--- src/rtl/counter_cascade.sv ---
// counter_cascade: loadable binary/BCD up/down counter with auto-reload, ripple carry and terminal pulse
module counter_cascade #(
    parameter int WIDTH = 8
) (
    input  logic             CLK,
    input  logic             CLR,
    input  logic             nLOAD,
    input  logic             ENP,
    input  logic             ENT,
    input  logic             UP,
    input  logic             BCD,
    input  logic             RELOAD,
    input  logic [WIDTH-1:0] Din,
    output logic [WIDTH-1:0] Dout,
    output logic             RCO,
    output logic             TCP
);
    localparam int DIGITS = WIDTH / 4;
    logic [WIDTH-1:0] nines, bcd_next, step;
    logic [3:0] nib;
    logic carry, term;
    always_comb begin
        nines = '0;
        bcd_next = Dout;
        carry = 1'b1;
        nib = '0;
        for (int i = 0; i < DIGITS; i++) begin
            nines[4*i+:4] = 4'd9;
            nib = Dout[4*i+:4];
            if (carry) begin
                if (UP) begin
                    bcd_next[4*i+:4] = nib >= 4'd9 ? 4'd0 : nib + 4'd1;
                    carry = nib >= 4'd9;
                end else begin
                    bcd_next[4*i+:4] = nib == 4'd0 ? 4'd9 : nib - 4'd1;
                    carry = nib == 4'd0;
                end
            end
        end
        term = UP ? (BCD ? Dout == nines : &Dout) : Dout == '0;
        step = term ? (RELOAD ? Din : (UP ? '0 : (BCD ? nines : '1)))
                    : (BCD ? bcd_next : (UP ? Dout + WIDTH'(1) : Dout - WIDTH'(1)));
    end
    assign RCO = ENT & term;
    always_ff @(posedge CLK) begin
        if (CLR) begin
            Dout <= '0;
            TCP <= 1'b0;
        end else if (!nLOAD) begin
            Dout <= Din;
            TCP <= 1'b0;
        end else if (ENP && ENT) begin
            Dout <= step;
            TCP <= term;
        end else begin
            TCP <= 1'b0;
        end
    end
endmodule

--- config.mk ---
export PLATFORM = sky130hd
export DESIGN_NAME = counter_cascade
export DESIGN_NICKNAME = d
export VERILOG_FILES = /design/src/rtl/counter_cascade.sv
export SDC_FILE = /design/constraint.sdc
export NUM_CORES = 1
export LEC_CHECK = 0
export ABC_AREA = 0
export BUFFER_PORTS_ARGS = -buffer_cell sky130_fd_sc_hd__buf_2
export CAP_MARGIN = 0
export CORE_UTILIZATION = 45
export DETAILED_ROUTE_END_ITERATION = 6
export GPL_TIMING_DRIVEN = 0
export PLACE_DENSITY = 0.64
export SYNTH_ARGS = -nofsm -noshare
export SYNTH_HDL_FRONTEND = slang
export SYNTH_SLANG_ARGS = --single-unit
--- constraint.sdc ---
create_clock -name CLK -period 3.1 [get_ports CLK]
set_input_delay 0.31 -clock CLK [delete_from_list [all_inputs] [get_ports CLK]]
set_output_delay 0.31 -clock CLK [all_outputs]
set_load 0.02 [all_outputs]
# Word level (Yosys, flattened, before mapping)
# Index checks and enable logic that the tools add are counted.
# classes
n_mux	18
magnitude_cmp	2
add_sub_neg	6
reduce_logical	7
n_bitwise	3
n_eq_ne	3
# ops
operator	n
8-bit two-way mux	7
4-bit two-way mux	7
4-bit by 1-bit adder with 4-bit output, second input constant	2
8-bit by 1-bit adder with 8-bit output, second input constant	1
8-bit == test, second input constant	1
4-bit greater-or-equal comparator, second input constant	2
4-bit logical NOT	2
8-bit logical NOT	1
8-bit AND reduction	1
4-bit by 1-bit subtractor with 4-bit output, second input constant	2
8-bit by 1-bit subtractor with 8-bit output, second input constant	1
7-bit two-way mux	1
4-bit by 2-bit inequality test with 1-bit output, second input constant	1
1-bit two-way mux	3
3-bit OR reduction	1
2-bit by 1-bit inequality test with 1-bit output, second input constant	1
1-bit NOT	2
2-bit AND reduction	1
1-bit bitwise AND	1
1-bit logical AND	1
# word_totals
out_inout_bits	10
word_cells	42
regBits	9

# Longest topological paths before layout
# depth
depth_word	8
depth_mapped	10
depth_no_buf	8

# Least setup slack after synthesis
# OpenSTA, ideal clock, no wires.
# synth_path
kind	reg-to-reg
from	reg Dout[1]
to	reg Dout[6]
period_less_slack_ps	2373
arrival_ps	2299
path_buffers	0
slack_ps	727
stages_incl_launch_ff	9
setup_time_ps	74
required_time_ps	3026
path_cell_list	dfxtp_1 -> inv_1 -> ha_1 -> or3b_4 -> a311oi_2 -> or2_2 -> a2111oi_1 -> or4_1 -> a31oi_1
# synth_via
elab_chain_cells	6
# synth_rtl
element	line_no	text
start, declared	14	output logic [WIDTH-1:0] Dout,
start signal, assigned	50	Dout <= Din;
start signal, assigned	53	Dout <= step;
8-bit by 1-bit subtractor with 8-bit output, or another cell as far along	42	: (BCD ? bcd_next : (UP ? Dout + WIDTH'(1) : Dout - WIDTH'(1)));
8-bit two-way mux / 1-bit two-way mux (equally long branches) (2 in series)	42, 40	
8-bit two-way mux	41	step = term ? (RELOAD ? Din : (UP ? '0 : (BCD ? nines : '1)))
8-bit two-way mux	52	end else if (ENP && ENT) begin
8-bit two-way mux	49	end else if (!nLOAD) begin
# Parallel ways exist; a longest one is shown, timed or not. The select of a mux whose other input is x is not followed.
# A chain may end at the register's enable or synchronous reset.

# Worst setup path after layout
# layout_path
from	reg Dout[0]
to	out RCO
# layout_via
elab_chain_cells	4
# layout_rtl
element	line_no	text
8-bit == test / 8-bit AND reduction (equally long branches)	40	term = UP ? (BCD ? Dout == nines : &Dout) : Dout == '0;
1-bit two-way mux	40	
1-bit two-way mux *	40	
1-bit bitwise AND *	44	assign RCO = ENT & term;
end, declared	15	output logic RCO,
# Every way passes the cells marked *; elsewhere a longest branch is shown, timed or not.

==> results.toml <==
[run_status]
status = "complete, no violations"

[power_and_ir_drop]
cellPowerDensity_nw_per_um2 = 328.4
netSwitchingFraction = 0.4390
clkPwrFrac = 0.210
power.leakage_nw = 0.6074
p_seq_frac = 0.282
p_comb_frac = 0.508
vdd_drop_max_mv = 0.2395
switchingPower_uw = 217.3
intPower_uw = 277.8

[route]
drt_iter0_markers = 70
route.detailed.drc = 0
drt_pass1_iterations = 4
vias_per_cell = 6.496
vias = 1572
finalWirelength_um = 3885
antenna_left = 0
routedWlPerCell_um = 16.05

[sta]
timing.fmax_ghz = 0.3374
rsz0062_at_grt = "no"
hold_viol = 0
finalSetupTns_ns = 0
worstMarginPinSlew_ns = 0.5728
setup_viol = 0
slew_headroom = 0.6152
slew_violations = 0
period_needed_ns = 2.964
post-route-period-util = 0.9561
timing.final.ws_setup_ns = 0.1360
skew_ns = 0.009103

[synth]
synthArstFlopShare = 0
yosys_warnings = 0
synth_cells = 185
ys_types = 50
synth_ff_type = "dfxtp_1"
yosysSeqAreaShare = 0.1352
synth_edf_count = 0
synth_area_leaders = "dfxtp_1, ha_1, a21oi_1"
synth-seq-cells = 9
yosys.area.top_type = "dfxtp_1"
avgSynthCellArea_sq_um = 7.203
netlist_area_sq_um = 1333
synth_nets = 215
synthDominantCellAreaShare = 0.1352

[min_path]
min_path_type = "input pin to flop"

[floorplanning]
coreArea_sq_um = 2781
die_h_um = 56.42
initial_core_util = 0.4791
ioPinCount = 26
dieArea_sq_um = 3183
fp.dieW_um = 56.42
rows = 19

[cts]
hold_buffers = 0
post_cts_resized = 0
cts_tree = "done"
cts_buffers = 3
cts.path.max_buffers = 2
htreeDepth = 1
path_clk_slew_ns = 0.08
cts_setup_buffers = 0
cts.sinks = 9
clock_latency_ns = 0.28
clockRootBuffer = "clkbuf_4"

[worst_setup_path]
path_delay_family = "buffers and inverters"
path_class = "flop to primary output"
slowest_delay_ns = 0.56
cp-start-kind = "flop"
path_common_cell = "buf_2"
cp-end-kind = "primary output"
cp_num_buf_inv = 4
critPathArrivalTime_ns = 2.65
cp_max_fo = 11
cp_slowest_cell = "dfxtp_1"
path_cells = "inv_1, ha_1, nor3b_1, a32oi_1, buf_2, buf_1, nor2b_1, buf_2"
cp.required_ns = 2.79

[global_routing]
antenna_found_initial = 0
grt_pass1_wl_um = 6334
grt_pass1_vias = 1439
grt_max_degree = 13
grt_use_total = 0.2495
grt.overflow.total = 0

[cells_and_area]
insertedDiodeCount = 0
fillers = 283
final_cell_mix = "buf_2, nor2_1, a21oi_1"
syn2layout_area_growth_pct = 13.15
layout_commonest_cell = "buf_2"
final_nets = 242
drive_gt1_frac = 0.1469

[placement]
dp_hpwl_um = 2933
io_buffers = 22
place_congestion = 0.9047
place_ws_ns = 0.4591

[job]
max_cap_violations = 0
[synth_stat cells (3+ instances only)]
cell type and number:
a211o_1 3, xnor2_1 6, nor4b_1 3, o21ai_0 8
clkbuf_1 9, o22ai_1 3, a221oi_1 3, dfxtp_1 9
nand3_1 4, nand2_1 7, a311oi_1 4, ha_1 13
nor3b_1 3, a211oi_1 6, a21oi_1 19, inv_1 12
nor3_1 10, nor2_1 20
[tightest hold or removal path: stages]
cell,delay (ns)
buf_2,0.10
nor2_1,0.08
a311oi_1,0.05
[kinds of logic (layout without fill, tap and decap cells)]
family,Yosys count,after routing,share of synthesized area
AND/OR/NAND/NOR,60,60,0.2376
buffers and inverters,25,51,0.07699
adder cells (fa/ha/maj),14,14,0.1371
XOR/XNOR,8,8,0.05258
flip-flops,9,9,0.1352
AO/OA/AOI/OAI,69,69,0.3606
[routing by layer]
layer | share of wire | vias to the layer above | GRT usage
met5 | 0 | - | 0
met4 | 0.028 | 0 | 0.1185
met3 | 0.065 | 15 | 0.03917
met2 | 0.48 | 68 | 0.4354
met1 | 0.43 | 733 | 0.2968
li1 | - | 756 | -
[cell type report]
class / instances / area, sq um / share of cell area
multi-input cells: 151 / 1050 / 0.6963
flip-flops and latches: 9 / 180.2 / 0.1195
repair buffers: 22 / 110.1 / 0.07303
plain buffers: 13 / 57.56 / 0.03817
inverters: 12 / 45.04 / 0.02988
well taps: 31 / 38.79 / 0.02573
clock buffers: 4 / 26.28 / 0.01743
[sequential cells by signal (all words and copies together) (netlist names)]
signal / flops
TCP: 1
Dout: 8
[worst paths after layout]
kind         slack [ns]  cells past startpoint                    to                  from
max                0.14                      8                   RCO  Dout[0]$_SDFFE_PP0P_
min                0.30                      3  Dout[0]$_SDFFE_PP0P_                Din[0]
max reg2reg        0.35                      9  Dout[2]$_SDFFE_PP0P_  Dout[0]$_SDFFE_PP0P_
min reg2reg        0.66                      2  Dout[0]$_SDFFE_PP0P_  Dout[0]$_SDFFE_PP0P_
[power groups by stage]
stage | registers, mW | logic (mW) | clock network (mW)
6_report | 0.140 | 0.251 | 0.104
5_1_grt | 0.142 | 0.276 | 0.108
4_1_cts | 0.140 | 0.248 | 0.103
3_5_place_dp | 0.143 | 0.247 | 0
3_3_place_gp | 0.142 | 0.242 | 0
2_1_floorplan | 0.150 | 0.174 | 0
[through the flow]
step / std cells / utilization / instance area, sq um / total power [mW] / hold WS [ns]
finish: 242 / 0.5421 / 1508 / 0.4951 / 0.2971
global route: 242 / 0.5421 / 1508 / 0.5260 / 0.3527
global placement: 238 / 0.5326 / 1481 / 0.3837 / 0.5950
floorplan: 185 / - / 1333 / 0.3242 / 0.4700
detailed placement: 238 / 0.5326 / 1481 / 0.3896 / 0.6008
CTS: 242 / 0.5421 / 1508 / 0.4909 / 0.3052
Note: power is estimated with default switching activity, not from simulation.
